`config.mk`:
```
export PLATFORM = sky130hd
export DESIGN_NAME = vga_timing_gen
export DESIGN_NICKNAME = d
export VERILOG_FILES = /design/src/rtl/vga_timing_gen.sv
export SDC_FILE = /design/constraint.sdc
export NUM_CORES = 1
export LEC_CHECK = 0
export CORE_MARGIN = 10
export CORE_UTILIZATION = 49
export DETAILED_ROUTE_END_ITERATION = 7
export PLACE_DENSITY = 0.85
export SETUP_SLACK_MARGIN = 0.3
export SYNTH_ARGS = -nofsm -noshare
export SYNTH_HDL_FRONTEND = slang
export SYNTH_SLANG_ARGS = --single-unit
```
`constraint.sdc`:
```
create_clock -name CLOCK_25 -period 2.02 [get_ports CLOCK_25]
set_input_delay 0.404 -clock CLOCK_25 [delete_from_list [all_inputs] [get_ports CLOCK_25]]
set_output_delay 0.404 -clock CLOCK_25 [all_outputs]
set_load 0.05 [all_outputs]
```
`src/rtl/vga_timing_gen.sv`:
```
// rtl/vga_timing_gen.sv - 640x480@60 VGA raster timing, pixel addressing and blanked RGB/sync output
module vga_timing_gen #(
  parameter int H_ACTIVE    = 640,
  parameter int H_FP        = 16,
  parameter int H_SYNC      = 96,
  parameter int H_BP        = 48,
  parameter int V_ACTIVE    = 480,
  parameter int V_FP        = 10,
  parameter int V_SYNC      = 2,
  parameter int V_BP        = 33,
  parameter bit SYNC_ACTIVE = 1'b0,
  parameter int COLOR_BITS  = 4
) (
  input  logic                  CLOCK_25,
  input  logic                  RESET_N,
  input  logic [2:0]            color,
  output logic [11:0]           x,
  output logic [11:0]           y,
  output logic                  active,
  output logic                  frame_tick,
  output logic [COLOR_BITS-1:0] VGA_R,
  output logic [COLOR_BITS-1:0] VGA_G,
  output logic [COLOR_BITS-1:0] VGA_B,
  output logic                  HSYNC,
  output logic                  VSYNC
);

  localparam int H_TOTAL = H_ACTIVE + H_FP + H_SYNC + H_BP;
  localparam int V_TOTAL = V_ACTIVE + V_FP + V_SYNC + V_BP;

  localparam logic [9:0] H_LAST   = 10'(H_TOTAL - 1);
  localparam logic [9:0] V_LAST   = 10'(V_TOTAL - 1);
  localparam logic [9:0] H_ACT    = 10'(H_ACTIVE);
  localparam logic [9:0] V_ACT    = 10'(V_ACTIVE);
  localparam logic [9:0] HS_FIRST = 10'(H_ACTIVE + H_FP);
  localparam logic [9:0] HS_LAST  = 10'(H_ACTIVE + H_FP + H_SYNC - 1);
  localparam logic [9:0] VS_FIRST = 10'(V_ACTIVE + V_FP);
  localparam logic [9:0] VS_LAST  = 10'(V_ACTIVE + V_FP + V_SYNC - 1);

  // Stage 0: raster position counters
  logic [9:0] h_q, h_d, v_q, v_d;

  // Stage 1: pixel address and internal (polarity-free) sync flags
  logic [11:0] x_q, x_d, y_q, y_d;
  logic        active_q, active_d;
  logic        hs1_q, hs1_d, vs1_q, vs1_d;
  logic        tick_q, tick_d;

  // Stage 2: pin-level video outputs
  logic [COLOR_BITS-1:0] r_q, r_d, g_q, g_d, b_q, b_d;
  logic                  hsync_q, hsync_d, vsync_q, vsync_d;

  // Counter advance: h every clock, v on line wrap, both wrap together at frame end
  always_comb begin
    h_d = h_q + 10'd1;
    v_d = v_q;
    if (h_q == H_LAST) begin
      h_d = '0;
      v_d = (v_q == V_LAST) ? '0 : v_q + 10'd1;
    end
  end

  // Stage 1 decode of the current counter position
  always_comb begin
    active_d = (h_q < H_ACT) && (v_q < V_ACT);
    x_d      = active_d ? {2'b00, h_q + 10'd1} : 12'd0;
    y_d      = active_d ? {2'b00, v_q + 10'd1} : 12'd0;
    hs1_d    = (h_q >= HS_FIRST) && (h_q <= HS_LAST);
    vs1_d    = (v_q >= VS_FIRST) && (v_q <= VS_LAST);
    tick_d   = (h_q == 10'd0) && (v_q == V_ACT);
  end

  // Stage 2: blank colour outside the visible area, map syncs to pin polarity
  always_comb begin
    r_d     = active_q ? {COLOR_BITS{color[2]}} : '0;
    g_d     = active_q ? {COLOR_BITS{color[1]}} : '0;
    b_d     = active_q ? {COLOR_BITS{color[0]}} : '0;
    hsync_d = hs1_q ? SYNC_ACTIVE : ~SYNC_ACTIVE;
    vsync_d = vs1_q ? SYNC_ACTIVE : ~SYNC_ACTIVE;
  end

  // Stage 0 register; reset restarts the raster at the top-left pixel
  always_ff @(posedge CLOCK_25) begin
    if (!RESET_N) begin
      h_q <= '0;
      v_q <= '0;
    end else begin
      h_q <= h_d;
      v_q <= v_d;
    end
  end

  // Stage 1 register; reset clears sync flags so no stray pulse reaches the pins
  always_ff @(posedge CLOCK_25) begin
    if (!RESET_N) begin
      x_q      <= '0;
      y_q      <= '0;
      active_q <= 1'b0;
      hs1_q    <= 1'b0;
      vs1_q    <= 1'b0;
      tick_q   <= 1'b0;
    end else begin
      x_q      <= x_d;
      y_q      <= y_d;
      active_q <= active_d;
      hs1_q    <= hs1_d;
      vs1_q    <= vs1_d;
      tick_q   <= tick_d;
    end
  end

  // Stage 2 register; reset drives black and idle sync levels
  always_ff @(posedge CLOCK_25) begin
    if (!RESET_N) begin
      r_q     <= '0;
      g_q     <= '0;
      b_q     <= '0;
      hsync_q <= ~SYNC_ACTIVE;
      vsync_q <= ~SYNC_ACTIVE;
    end else begin
      r_q     <= r_d;
      g_q     <= g_d;
      b_q     <= b_d;
      hsync_q <= hsync_d;
      vsync_q <= vsync_d;
    end
  end

  assign x          = x_q;
  assign y          = y_q;
  assign active     = active_q;
  assign frame_tick = tick_q;
  assign VGA_R      = r_q;
  assign VGA_G      = g_q;
  assign VGA_B      = b_q;
  assign HSYNC      = hsync_q;
  assign VSYNC      = vsync_q;

endmodule
```
==> results of run 1 <==
==> flip-flops by register name, summed over array words and instances, names as in the netlist, 10 cells and up <==
register / count
y: 10
v_q: 10
h_q: 10
x: 10
==> layer usage <==
metal	part of all wire	GRT usage	vias to the layer above
met5	0	0	-
met4	0.028	0.05692	0
met3	0.11	0.05371	12
met2	0.43	0.1739	75
met1	0.43	0.1371	718
li1	-	-	766
==> worst paths after layout <==
path	end	from	cells after the start	slack, ns
setup / recovery	v_q[9]$_SDFFE_PN0N_	h_q[1]$_SDFF_PP0_	5	0.41
hold / removal	VSYNC$_SDFF_PN1_	vs1_q$_SDFF_PN0_	1	0.37
setup reg to reg	v_q[9]$_SDFFE_PN0N_	h_q[1]$_SDFF_PP0_	5	0.41
hold reg to reg	VSYNC$_SDFF_PN1_	vs1_q$_SDFF_PN0_	1	0.37
==> kinds of logic (layout without fill, tap and decap cells) <==
group	count (synthesis)	after routing	synth area share
AOI/OAI and AO/OA	16	16	0.05435
xor gates and xnor gates	14	14	0.06266
adders and majority gates	4	4	0.02558
buffers and inverters	35	65	0.1061
DFF	49	49	0.5013
other	1	5	0.001916
and+or+nand+nor	96	96	0.2481
==> layout make-up <==
| cell class | count | share of cell area |
|---|---|---|
| Sequential cell | 49 | 0.4126 |
| Inverter | 9 | 0.01421 |
| Tap cell | 48 | 0.02526 |
| Clock buffer | 6 | 0.03053 |
| Multi-Input combinational cell | 135 | 0.3332 |
| Timing Repair Buffer | 48 | 0.1800 |
| Clock inverter | 2 | 0.004211 |
==> worst max-delay path, delay by kind of cell, from the launching register on <==
family	cells	cell delay, ns
and+or+nand+nor	2	0.62
DFF	1	0.39
AOI/OAI and AO/OA	2	0.30
adders and majority gates	1	0.23
==> power by group <==
group          switching (mW)  internal, mW
clock                   0.312         0.240
sequential            0.00948         0.981
combinational           0.116        0.0439
total                   0.437          1.26
==> repair_timing <==
| action | CTS | global route |
|---|---|---|
| gates resized for setup | 37 | 4 |
| setup endpoints to repair | 42 | 17 |
| buffers inserted | 0 | 1 |
| pin swaps | 0 | 1 |
==> cells in the mapped netlist, drive strengths merged <==
cell type   n
dfxtp      49
nand3b      2
inv         9
xnor2       4
nand2      18
or4         1
a31oi       6
and2        1
conb        1
and4        4
ha          4
nor3        5
clkbuf      2
a41oi       1
and4b       2
nand4       4
o31a        1
o211ai      2
nand3      16
o21ai       3
and3        6
nor4        3
buf        24
nor2       32
o22ai       1
nand2b      1
a21oi       1
o21ba       1
xor2       10
nor4bb      1
==> stage by stage <==
| stage | setup WS [ns] | total power, mW |
|---|---|---|
| finish | 0.4083 | 1.702 |
| floorplan | 0.5066 | 1.143 |
| global placement | 0.1369 | 1.183 |
| detailed placement | 0.09878 | 1.186 |
| global route | 0.2990 | 1.759 |
| CTS | 0.3019 | 1.709 |
==> results.ini, run 1 <==
[sta]
min_period_over_period=0.7979
worst_slew_pin_slew_ns=0.5159
hold-worst-slack_ns=0.3747
fmax_mhz=620.5
setup_violations=0
min_period_ns=1.612
rsz0062_at_grt=false
finalHoldViolCount=0
fin_skew_ns=0.005777
slew_headroom=0.6575
drv_slew=0
fin_setup_tns_ns=0

[die]
dieArea_um2=6921
boundaryPins=45
initial_core_util=0.5189
die_h_um=83.20
coreArea_um2=3771
fp.dieW_um=83.20
rows=22

[clock_network]
cts.sinks=49
cts_buffers=5
insertion_delay_ns=0.31
root_buffer=clkbuf_8
clk_path_buf_depth=2
htree_levels=2
hold_buffers=0
path_clk_slew_ns=0.08
cts_tree=done

[cells_and_area]
areaGrowthSynthToFinish_pct=21.48
layout_commonest_cell=dfxtp_1
final_cell_mix=dfxtp_1 (49), dlygate4sd2_1 (36), nor2_1 (32)
fillers=342
antennaDiodeCount=0
layout-drive-gt1-share=0.08835
utilization=0.6304
fin_area_um2=2377
final_cells=297
fin_nets=257
multi_input_area_um2=792.0
regArea_um2=980.9

[yosys]
synth.avg_cell_area_um2=9.102
ys_seq_area_frac=0.5013
yosysWarnings=0
synthCells=215
yosysTopAreaCellShare=0.5013
synth_cell_types=33
yosysTopAreaCell=dfxtp_1
yosys-top-cells-area=dfxtp_1 (50%), nor2_1 (6.1%), buf_4 (5.8%)
syn_area_um2=1957
synth_seq_cells=49

[hold_path]
min_path_type=reg2reg

[global_routing]
grt_overflow=0
globalRouteTotalUtil=0.1165
grt_antenna_before_repair=0
grt_max_degree=15
grt_pass1_wl_um=6775
grt_pass1_vias=1427

[place]
place_congestion=0.9251
place_inst=288
io_buffer_count=40
hpwl_um=3131
place_area_um2=2323

[setup_path]
critPathMaxStageDelay_ns=0.39
cp.required_ns=2.25
critPathMaxFanout=12
worstPathArrival_ns=1.84
path_cells=ha_2 > and4_2 > and4_4 > a41oi_1 > a31oi_1
slowest_stage=dfxtp_1
start_kind=flop
worstSetupPathType=reg2reg
endpoint_kind=flop

[power_and_ir_drop]
ir_worst_vdd_uv=522.4
p_leak_nw=1.083
powerDensity_nw_per_um2=716.0

[outcome]
status=completed

[drt]
routed_via_density=5.290
dr.pass1.iters=4
vias=1571
dr.first_iter.drc_count=205
drc_errors=0
detail-route-antenna-nets=0
wl_per_cell_um=14.31
drt-total-wl_um=4250

[run]
cap_violations=0

(Power assumes the default switching activity.)
==> run 2: changes to the inputs <==
clock period = 1.6 ns   (was 2.02 ns; I/O delays follow)
==> run 2 against run 1 <==
Compared with the run above: clock skew grew 0.0026 ns; worst hold slack lost 0.0047 ns; first-iteration DRC count shrank 24%; flip-flop and latch count is the same; combinational power grew 80%; count of clock-buffer cells in the layout is the same; maximum frequency grew 4.0%; final cell count grew 8.8%; routed wire length grew 38%; setup slack lost 0.36 ns; largest power group unchanged.
==> results.ini, run 2 (synthesis results as in run 1) <==
[outcome]
status=completed

[cells_and_area]
antennaDiodeCount=0  ; unchanged
layout-drive-gt1-share=0.5018  ; +0.4135
layout_commonest_cell=buf_4
final_cell_mix=buf_4 (53), dfxtp_1 (35), nand2_1 (15)
fillers=197  ; -42%
fin_nets=283  ; +10%
final_cells=323  ; +8.8%
areaGrowthSynthToFinish_pct=54.73

[clock_network]
path_clk_slew_ns=0.09  ; about the same
htree_levels=2  ; unchanged
hold_buffers=0  ; unchanged
cts_buffers=5  ; unchanged
cts_tree=done
root_buffer=clkbuf_8
clk_path_buf_depth=2  ; unchanged
cts.sinks=49  ; unchanged
insertion_delay_ns=0.30  ; about the same

[drt]
routed-wl-met2_um=2890  ; +56%
dr_wl_met3_um=476  ; +0.63%
vias=1750  ; +11%
wl_per_cell_um=18.10  ; +26%
drt-total-wl_um=5845  ; +38%
dr.first_iter.drc_count=155  ; -24%
dr.max_layer_used=met4
dr.pass1.iters=4  ; unchanged
drc_errors=0  ; unchanged
detail-route-antenna-nets=0  ; unchanged
wl_met1_um=2336  ; +29%
routed_via_density=5.418  ; +2.4%

[global_routing]
grt_pass1_wl_um=7900  ; +17%
grt_antenna_before_repair=0  ; unchanged
grt_pass1_vias=1633  ; +14%
grt_overflow=0  ; unchanged
grt_max_degree=16  ; +1
globalRouteTotalUtil=0.1357  ; +0.01915

[die]
die_h_um=83.20  ; unchanged
fp.dieW_um=83.20  ; unchanged
rows=22  ; unchanged
dieArea_um2=6921  ; unchanged
initial_core_util=0.5189  ; unchanged
coreArea_um2=3771  ; unchanged
boundaryPins=45  ; unchanged

[setup_path]
reg2reg_slack_ns=0.05  ; -0.36 ns
cp.required_ns=1.81  ; -0.44 ns
r2r_end=v_q[9]$_SDFFE_PN0N_
critPathLaunch=h_q[0]$_SDFF_PP0_
start_kind=flop
worstSetupPathType=reg2reg
worstReg2RegStart=h_q[0]$_SDFF_PP0_
reg2regPathDepth=5  ; unchanged
critPathMaxFanout=6  ; -6
worstPathArrival_ns=1.76  ; -0.08 ns
endpoint_kind=flop

[sta]
finalHoldViolCount=0  ; unchanged
fmax_mhz=645.0  ; +4.0%
setup_violations=0  ; unchanged
min_period_ns=1.550  ; -0.06139 ns
fin_setup_tns_ns=0  ; unchanged
min_period_over_period=0.9689  ; +0.1711
fin_skew_ns=0.008339  ; +0.002562 ns
drv_slew=0  ; unchanged
rsz0062_at_grt=true

[power_and_ir_drop]
powerDensity_nw_per_um2=792.8  ; +11%
p_leak_nw=1.228  ; +13%
ir_worst_vdd_uv=697.4  ; +34%

[hold_path]
hold_path_depth=1  ; unchanged
worstHoldStart=hs1_q$_SDFF_PN0_
worstHoldEndpoint=HSYNC$_SDFF_PN1_
min_path_type=reg2reg

[place]
io_buffer_count=40  ; unchanged
place_inst=298  ; +3.5%
place_congestion=0.8958  ; -3.2%
hpwl_um=3216  ; +2.7%

[run]
cap_violations=0  ; unchanged

[run 2: changes by cell type in the layout (fill, tap and decap cells not counted), moves of 5 or more]
cell           previous run  this run
dfxtp_1                  49        35
nand3_1                  16        11
dlygate4sd2_1            36         1
nor2_1                   32        14
buf_12                    1        11
dfxtp_2                   0        10
nor2_4                    0        13
nor2_2                    0         5
buf_4                     7        53
[run 2: worst max path at each step]
stage / end / slack [ns]
floorplan: y[7]$_SDFF_PN0_ / 0.24
global placement: y[4]$_SDFF_PN0_ / -0.17
detailed placement: x[4]$_SDFF_PN0_ / -0.20
CTS: v_q[9]$_SDFFE_PN0N_ / 0.20
global route: v_q[9]$_SDFFE_PN0N_ / 0.03
finish: v_q[9]$_SDFFE_PN0N_ / 0.05
[run 2: area by class of cell]
class | instances | area, um^2 | area share
Multi-Input combinational cell | 136 | 1082 | 0.3574
Sequential cell | 49 | 1008 | 0.3331
Timing Repair Buffer | 73 | 726.9 | 0.2401
Clock buffer | 6 | 72.57 | 0.02397
Tap cell | 48 | 60.06 | 0.01983
Clock inverter | 2 | 38.79 | 0.01281
Inverter | 9 | 38.79 | 0.01281
[run 2: timing repair]
| item | 4_1_cts | 5_1_grt |
|---|---|---|
| pin swaps | 15 | 26 |
| setup endpoints to repair | 48 | 41 |
| resized for setup | 27 | 50 |
| setup buffers | 10 | 5 |
| cloned | 1 | 1 |
[run 2: per-stage QoR]
| step | total power, mW | util | setup WS [ns] | hold WS [ns] | instance area (um^2) |
|---|---|---|---|---|---|
| global placement | 1.521 | 0.6546 | -0.1745 | 0.3468 | 2469 |
| finish | 2.401 | 0.8029 | 0.04971 | 0.3700 | 3028 |
| global route | 2.475 | 0.8029 | 0.03222 | 0.4003 | 3028 |
| floorplan | 1.451 | - | 0.2356 | 0.3434 | 2038 |
| CTS | 2.377 | 0.7342 | 0.2004 | 0.3718 | 2769 |
| detailed placement | 1.525 | 0.6546 | -0.2034 | 0.3510 | 2469 |
[run 2: metal layers]
| metal | up-vias | track usage |
|---|---|---|
| met5 | - | 0 |
| met4 | 0 | 0.07231 |
| met3 | 16 | 0.03809 |
| met2 | 81 | 0.2172 |
| met1 | 831 | 0.1597 |
| li1 | 822 | - |
[run 2: where the power goes]
group	switching (mW)	internal, mW	total, mW
combinational	0.176	0.112	0.288
clock	0.390	0.469	0.859
sequential	0.0187	1.24	1.25
total	0.585	1.82	2.40
[run 2: critical path: stages (launching register included)]
cell     delay (ns)
dfxtp_4        0.36
ha_4           0.14
and4_4         0.28
and4_4         0.31
a41oi_2        0.13
a31oi_1        0.22
